## config.mk

```make
export PLATFORM = sky130hd
export DESIGN_NAME = imm_encoder
export DESIGN_NICKNAME = d
export VERILOG_FILES = /design/src/rtl/imm_encoder_pkg.sv /design/src/rtl/imm_encoder_pack.sv /design/src/rtl/imm_encoder.sv
export SDC_FILE = /design/constraint.sdc
export NUM_CORES = 1
export LEC_CHECK = 0
export CORE_MARGIN = 2
export CORE_UTILIZATION = 42
export DETAILED_ROUTE_END_ITERATION = 16
export HOLD_SLACK_MARGIN = 0.02
export PLACE_DENSITY = 0.85
export RECOVER_POWER = 100
export SYNTH_ARGS = -nofsm -noshare
export SYNTH_HDL_FRONTEND = slang
export SYNTH_SLANG_ARGS = --single-unit
export TNS_END_PERCENT = 50
```

## constraint.sdc

```tcl
create_clock -name clk -period 3.2 [get_ports clk]
set_clock_uncertainty 0.05 [all_clocks]
set_input_delay 0.64 -clock clk [delete_from_list [all_inputs] [get_ports clk]]
set_output_delay 0.64 -clock clk [all_outputs]
set_load 0.01 [all_outputs]
```

## src/rtl/imm_encoder_pkg.sv

```systemverilog
// ============================================================================
//  Module   : imm_encoder_pkg
//  Purpose  : ExtOp codes, per-format immediate masks and a range helper.
//  Revision : 1.0
// ============================================================================
`default_nettype none

package imm_encoder_pkg;

    typedef enum logic [2:0] {
        EXT_I = 3'b000,
        EXT_U = 3'b001,
        EXT_S = 3'b010,
        EXT_B = 3'b011,
        EXT_J = 3'b100
    } ext_op_e;

    localparam logic [31:0] C_MASK_I = 32'hFFF0_0000;
    localparam logic [31:0] C_MASK_U = 32'hFFFF_F000;
    localparam logic [31:0] C_MASK_S = 32'hFE00_0F80;
    localparam logic [31:0] C_MASK_B = 32'hFE00_0F80;
    localparam logic [31:0] C_MASK_J = 32'hFFFF_F000;

    // True when v[31:lo] are all copies of the same bit (value fits as signed).
    function automatic logic fits_signed(input logic [31:0] v, input logic [4:0] lo);
        logic [31:0] s;
        s = $unsigned($signed(v) >>> lo);
        return (s == 32'h0000_0000) || (s == 32'hFFFF_FFFF);
    endfunction

endpackage

`default_nettype wire

```

## src/rtl/imm_encoder_pack.sv

```systemverilog
// ============================================================================
//  Module   : imm_pack
//  Purpose  : Combinational packing of an immediate into its format's fields.
//  Revision : 1.0
// ============================================================================
`default_nettype none

module imm_pack
    import imm_encoder_pkg::*;
(
    input  logic [2:0]  i_fmt,
    input  logic [31:0] i_imm,
    input  logic [31:0] i_base,
    output logic [31:0] o_instr,
    output logic        o_err
);

    always_comb begin
        o_instr = i_base;
        o_err   = 1'b1;
        case (i_fmt)
            EXT_I: begin
                o_instr = (i_base & ~C_MASK_I) | {i_imm[11:0], 20'h0_0000};
                o_err   = !fits_signed(i_imm, 5'd11);
            end
            EXT_U: begin
                o_instr = (i_base & ~C_MASK_U) | {i_imm[31:12], 12'h000};
                o_err   = (i_imm[11:0] != 12'h000);
            end
            EXT_S: begin
                o_instr = (i_base & ~C_MASK_S)
                        | {i_imm[11:5], 13'h0000, i_imm[4:0], 7'h00};
                o_err   = !fits_signed(i_imm, 5'd11);
            end
            EXT_B: begin
                o_instr = (i_base & ~C_MASK_B)
                        | {i_imm[12], i_imm[10:5], 13'h0000, i_imm[4:1], i_imm[11], 7'h00};
                o_err   = i_imm[0] || !fits_signed(i_imm, 5'd12);
            end
            EXT_J: begin
                o_instr = (i_base & ~C_MASK_J)
                        | {i_imm[20], i_imm[10:1], i_imm[11], i_imm[19:12], 12'h000};
                o_err   = i_imm[0] || !fits_signed(i_imm, 5'd20);
            end
            default: begin
                // Illegal format: pass the base word through untouched.
                o_instr = i_base;
                o_err   = 1'b1;
            end
        endcase
    end

endmodule

`default_nettype wire

```

## src/rtl/imm_encoder.sv

```systemverilog
// ============================================================================
//  Module   : imm_encoder
//  Purpose  : Registered valid/ready immediate encoder with error counter.
//  Revision : 1.0
// ============================================================================
`default_nettype none

module imm_encoder
    import imm_encoder_pkg::*;
(
    input  logic        clk,
    input  logic        rst,
    input  logic        in_valid,
    output logic        in_ready,
    input  logic [2:0]  in_fmt,
    input  logic [31:0] in_imm,
    input  logic [31:0] in_base,
    output logic        out_valid,
    input  logic        out_ready,
    output logic [31:0] out_instr,
    output logic        out_err,
    output logic [15:0] err_count
);

    logic [31:0] w_instr;
    logic        w_err;
    logic        w_accept;

    logic        r_valid;
    logic [31:0] r_instr;
    logic        r_err;
    logic [15:0] r_err_count;

    imm_pack u_pack (
        .i_fmt   (in_fmt),
        .i_imm   (in_imm),
        .i_base  (in_base),
        .o_instr (w_instr),
        .o_err   (w_err)
    );

    assign in_ready = !r_valid || out_ready;
    assign w_accept = in_valid && in_ready;

    always_ff @(posedge clk) begin
        if (rst) begin
            r_valid     <= 1'b0;
            r_instr     <= 32'h0000_0000;
            r_err       <= 1'b0;
            r_err_count <= 16'h0000;
        end else begin
            if (w_accept) begin
                r_valid <= 1'b1;
                r_instr <= w_instr;
                r_err   <= w_err;
                if (w_err && (r_err_count != 16'hFFFF)) begin
                    r_err_count <= r_err_count + 16'h0001;
                end
            end else if (out_ready) begin
                r_valid <= 1'b0;
            end
        end
    end

    assign out_valid = r_valid;
    assign out_instr = r_instr;
    assign out_err   = r_err;
    assign err_count = r_err_count;

endmodule

`default_nettype wire
```

Yosys cells after proc, flatten, opt, wreduce, memory -nomap -nowiden. Index checks and enable logic that the tools add are counted.

Bits in registers: 50. Bits in latches: 0. RAM bits: 0. ROM bits: 0. Output and inout port bits: 51. Logic and storage cells: 42. Memories: 0.

$add $sub $neg: 1. Multipliers: 0. Divide/modulo/power cells: 0. Magnitude comparators: 0. Eq/ne operators: 8. Shift-type cells: 0. Mux-type cells: 4. Bitwise logic cells: 5. Reductions and logical operators: 20.

Operators by type and width (count): $pmux 32 s5 (1); $eq 32x32->1 const B (3); $logic_not 32->1 (3); $or 12x32->32 (2); $or 25x32->32 (2); $or 20x32->32 (1); $add 16x1->16 const B (1); $ne 16x16->1 const B (1); $reduce_bool 12->1 (1); $eq 3x2->1 const B (2); $logic_or 1x1->1 (6); $logic_not 1->1 (4); $pmux 1 s4 (1); $eq 3x1->1 const B (1); $eq 3x3->1 const B (1); $logic_not 3->1 (1); $logic_and 1x1->1 (2); $mux 1 (2); $reduce_and 2->1 (1); $reduce_bool 2->1 (1); $reduce_or 2->1 (1).

Logic depth before layout (Yosys ltp).
Word-level depth: 7. Gate-level depth with buffers: 9. Depth with buffers taken out: 7.

Cells and area by module. From an unflattened synthesis, not the netlist that was laid out.

Cell total of the unflattened synthesis: 376. Area total of the unflattened synthesis: 2783.9 um2.

Modules (own cells, without submodules): imm_encoder (instances 1, cells each 240, area each 1959.4 um2, sequential area each 1001.0 um2); imm_pack (instances 1, cells each 136, area each 824.5 um2, sequential area each 0.0 um2).

Least setup slack after synthesis. OpenSTA, ideal clock, no wires.

Kind: input-to-reg. Start point: in in_imm[28]. End point: reg r_err_count[11], in the netlist err_count[11]. Library setup time: 0.123 ns. Arrival time: 2.402 ns. Required time: 3.027 ns. Slack: 0.625 ns. Stages on the path: 7. Cells stage by stage: or4_4 -> or3_4 -> a31oi_4 -> a21oi_2 -> buf_6 -> nand4_1 -> mux2_1.

Cells in the longest elaborated chain, start to end: 7. Elaborated cells between the ends (all ways): 17.

RTL lines: start, declared (RTL line imm_encoder.sv:16) `input logic [31:0] in_imm,`; $eq 32x32->1 or $logic_not 32->1 (tied branches) (RTL line imm_encoder_pkg.sv:28) `return (s == 32'h0000_0000) || (s == 32'hFFFF_FFFF);`; $logic_or 1x1->1 (RTL line imm_encoder_pkg.sv:28); $logic_not 1->1, on equally long branches (RTL line imm_encoder_pack.sv:43, imm_encoder_pack.sv:38); $logic_or 1x1->1, on equally long branches (RTL line imm_encoder_pack.sv:43, imm_encoder_pack.sv:38); $pmux 1 s4 (*) (RTL line imm_encoder_pack.sv:21) `case (i_fmt)`; $logic_and 1x1->1 (*) (RTL line imm_encoder.sv:56) `if (w_err && (r_err_count != 16'hFFFF)) begin`; $reduce_and 2->1 (no source line) (*); end signal, assigned (RTL line imm_encoder.sv:57) `r_err_count <= r_err_count + 16'h0001;`; end, declared (RTL line imm_encoder.sv:32) `logic [15:0] r_err_count;`.

Mark *: on every way between the ends. The rest lies on a longest branch, timed or not. A chain may end at the register's enable or synchronous reset.

Worst setup path in the final report.
Start point: in in_fmt[2]. End point: reg r_instr[19], in the netlist out_instr[19].

Cells in the longest elaborated chain, start to end: 2. Elaborated cells between the ends (all ways): 6.

RTL lines: start, declared (RTL line imm_encoder.sv:15) `input logic [2:0] in_fmt,`; $eq 3x3->1 (tied with other cells) (RTL line imm_encoder_pack.sv:21); $pmux 32 s5 (*) (RTL line imm_encoder_pack.sv:21); end signal, assigned (RTL line imm_encoder.sv:54) `r_instr <= w_instr;`; end, declared (RTL line imm_encoder.sv:30) `logic [31:0] r_instr;`.

Marks and branches as above.

==> results.md <==
- The run finished with clean final reports.
- The number of max-slew violations in the final report is 0.
- Setup repair after global routing left no endpoint under its margin.
- Counting instances in the post-synthesis netlist gives the leading cell types as 50 x sky130_fd_sc_hd__dfxtp_1, 41 x sky130_fd_sc_hd__nor2_1, 29 x sky130_fd_sc_hd__nand2_1, 22 x sky130_fd_sc_hd__a21oi_1, 19 x sky130_fd_sc_hd__clkbuf_1.
- Sorting the synthesized cells by area gives the leading types as sky130_fd_sc_hd__dfxtp_1 38%, sky130_fd_sc_hd__nor2_1 5.8%, sky130_fd_sc_hd__mux2i_1 4.9%, sky130_fd_sc_hd__a211oi_1 4.8%, sky130_fd_sc_hd__a21oi_1 4.1%.
- The clock root buffer master is sky130_fd_sc_hd__clkbuf_8.
- On the critical path the largest part of the delay comes from compound AO/OA/AOI/OAI gates.
- The detail route stage leaves a number of antenna-violating nets equal to 0.
- The die extent in y is 83.68 um.
- The post-synthesis to final-layout area growth is 53.54%.
- The peak per-stage delay on the critical path is 0.89 ns.
- The reported max-cap violation count is 0.
- Counting every net in the synthesized netlist gives 390.
- For this run, the post-layout net count is 513.
- The leakage power summed over all cells is 1.587 nW.
- STA classifies the critical path endpoint as a flop.
- The headroom to the max-slew limit is 25.00%.
- Static timing analysis puts the maximum clock frequency at 331.1 MHz.
- The post-route netlist has 7.029% of its cells at a drive strength greater than 1.
- Synthesis inferred 50 register bits.
- Traced cell by cell, the critical path runs through dlygate4sd3_1 -> clkbuf_1 -> nand2b_1 -> a21oi_1 -> mux2i_1 -> a211oi_1.
- The total setup buffers inserted after CTS is 0.
- The critical path runs through a total of 6 cells.
- Of all cell types, the one taking the most synthesized area is sky130_fd_sc_hd__dfxtp_1.
- The total of hold buffers inserted after clock tree synthesis is 0.
- The synthesized area per cell is 8.385 um^2.
- The number of diodes added for antenna fixing is 0.
- Setup violations remaining at the end of the flow were counted as 0.
- The largest family of logic cells by synthesized area is simple AND/OR/NAND/NOR gates.
- The number of antenna violations at the first check in global routing is 0.
- The mux share of post-synthesis cell area is 7.977%.
- The first-pass iteration count of the detailed router is 4.
- STA puts the critical path data required time at 3.37 ns.
- The detailed router finished its first iteration with 186 violations.
- In this run the worst hold path is classified as reg2reg.
- The total global routing overflow is 0.
- The number of different library cells used by synthesis comes to 47.
- Across the VDD grid, the largest voltage drop is 206.9 uV.
- The Yosys step of the flow raised 0 warnings.
- The share of the cycle needed by the critical path after routing is 94.38%.
- The first global-routing pass estimated 13530 um of wire.
- The clock slew at the register clock pins of the worst setup and hold paths is 0.09 ns.
- The placeable core region is 6241 um^2.
- During I/O placement, the number of pins put on the boundary was 122.
- The detailed-route via count is 2945.
- The insertion delay of the later-clocked pin in the worst-skew pair is 0.30 ns.
- In the synthesized netlist the dominant register cell turns out to be sky130_fd_sc_hd__dfxtp_1.
- The total power divided by cell area is 364.3 nW/um^2.
- After detailed placement, the design holds a cell count of 511.
- The worst setup path is launched from an input pin.
- TritonCTS built the clock tree.
- The count of flip-flops with a built-in enable after synthesis is 0.
- The post-synthesis xor/xnor area fraction is 1.642%.
- The count of buffers added on input and output ports is 121.
- Counting instances, the worst hold path has a depth of 2.
- The synthesized instance count is 318.
- Post-CTS repair changed the size of 0 cells.
- The tree built by TritonCTS fans out to 50 sinks.
- The fraction of synthesized cell area taken by the top area cell type is 37.54%.
- After legalization and detailed placement, the total HPWL measured 6391 um.
- The share of async-settable or async-resettable flops after synthesis is 0%.
- The number of buffer and inverter instances along the worst setup path is 2.
- The share of the Yosys chip area taken by registers is 37.54%.
- The number of global-route vias before repair is 2802.
- The final RePlAce weighted congestion is 0.9265.
- The DRC violations left is 0.
- Summing the areas of all and, or, nand and nor instances in the mapped netlist gives 25.76% of the synthesized area.
- The critical path in this run is classified as in2reg.
- Summing the areas of all fa, ha and maj instances in the mapped netlist gives 0.4693% of the synthesized area.
- From left edge to right edge, the die measures 83.68 um.
- The slowest stage of the critical path is the sky130_fd_sc_hd__a21oi_1 cell.
- For the pin with the worst max-slew slack, the measured transition is 1.125 ns.
- After detailed routing, the total wire length is 8279 um.
- The largest fanout on the critical path is 9.
- The number of cell rows is 29.
- The sum of negative setup slack is 0 ns.
- The number of cells on the worst reg-to-reg path is 7.
- The largest net degree at the start of global routing is 42.
- The arrival time reported for the critical path endpoint is 3.19 ns.
- The summed instance area of the synthesized netlist is 2666 um^2.
- Leaving out filler cells and counting taps, the final layout contains 518.
- The register-to-register setup slack is 0.97 ns.
- Power comes to 1.492 mW.
- The aggregate global-route resource usage is 23.39%.
- The complex-gate fraction of the synthesized area is 23.04%.
- The hold violation total from the final report was 0.
- The maximum number of buffers from clock root to sink is 2.
- The number of H-tree branching levels is 2.
- The area of the die is 7002 um^2.
- The time the worst path needs with I/O delays and setup is 3.020 ns.
- Using the TritonRoute via totals, the vias-per-cell ratio works out to 5.685.
- The final routed wire length divided by cell count is 15.98 um.
- The most numerous cell in the Yosys netlist is sky130_fd_sc_hd__dfxtp_1.
- In this run, CTS created clock tree buffers numbering 5.
- The effective utilization at floorplan is 42.72%.
flip-flops by register name, summed over array words and instances (netlist names):
register	flops
out_valid	1
out_instr	32
out_err	1
err_count	16
layer usage:
metal / track usage (%) / vias up / part of all wire, % / wire (um)
li1: - / 1431 / - / -
met1: 28.98 / 1366 / 43 / 3574
met4: 7.918 / 0 / 2.7 / 222
met3: 6.034 / 22 / 6.7 / 554
met5: 0 / - / 0 / 0
met2: 39.49 / 126 / 47 / 3927
path summary, 6_finish.rpt:
kind,to,start
setup / recovery,out_instr[19],in_fmt[2]
hold / removal,out_instr[24],out_instr[24]
setup reg to reg,err_count[9],out_valid
hold reg to reg,out_instr[24],out_instr[24]
tightest hold or removal path, cell delays in order (launching register included):
cell and delay [ns]:
sky130_fd_sc_hd__dfxtp_1 0.32, sky130_fd_sc_hd__nand2_1 0.05, sky130_fd_sc_hd__a21oi_1 0.05
cell families after synthesis:
kind of cell    count (synthesis)
compound gates                 84
flops                          50
xor+xnor                        5
simple gates                  135
fa+ha+maj                       1
mux                            20
buf+inv                        23
through the flow:
step                      util (%)  setup WS (ns)  instance area, um^2  hold slack [ns]
after detailed placement     64.11        0.04790                 4001           0.3929
final                        65.60         0.1800                 4094           0.4004
after global placement       64.11        0.06897                 4001           0.3916
after global routing         65.60         0.1130                 4094           0.4311
after CTS                    65.84         0.3681                 4109           0.4069
after floorplan                  -         0.6249                 2666           0.4262
final cells by class:
| type | count | area, um^2 |
|---|---|---|
| inverter | 2 | 7.507 |
| multi-input combinational | 245 | 1567 |
| sequential | 50 | 1001 |
| tap | 77 | 96.34 |
| clock inverter | 2 | 38.79 |
| timing repair buffer | 137 | 1315 |
| clock buffer | 5 | 68.82 |
| fill | 543 | 2147 |
cells in the final DEF, fill, tap and decap left out, types with 6 or more instances in the layout:
master,count
sky130_fd_sc_hd__a211oi_1,17
sky130_fd_sc_hd__buf_4,13
sky130_fd_sc_hd__dfxtp_1,50
sky130_fd_sc_hd__nor4_1,6
sky130_fd_sc_hd__nand3_1,10
sky130_fd_sc_hd__mux2i_1,13
sky130_fd_sc_hd__nand2_1,29
sky130_fd_sc_hd__dlygate4sd3_1,53
sky130_fd_sc_hd__nand4_1,11
sky130_fd_sc_hd__clkdlybuf4s50_1,67
sky130_fd_sc_hd__o21ai_0,6
sky130_fd_sc_hd__a21oi_1,23
sky130_fd_sc_hd__nor3_1,10
sky130_fd_sc_hd__nor2b_1,12
sky130_fd_sc_hd__mux2_1,6
sky130_fd_sc_hd__nor2_1,41
power by group:
group / internal (mW) / switching, mW / total [mW]
Combinational: 0.194 / 0.169 / 0.363
Clock: 0.230 / 0.219 / 0.450
Sequential: 0.658 / 0.0213 / 0.679
Power figures use the tool's default switching activity.
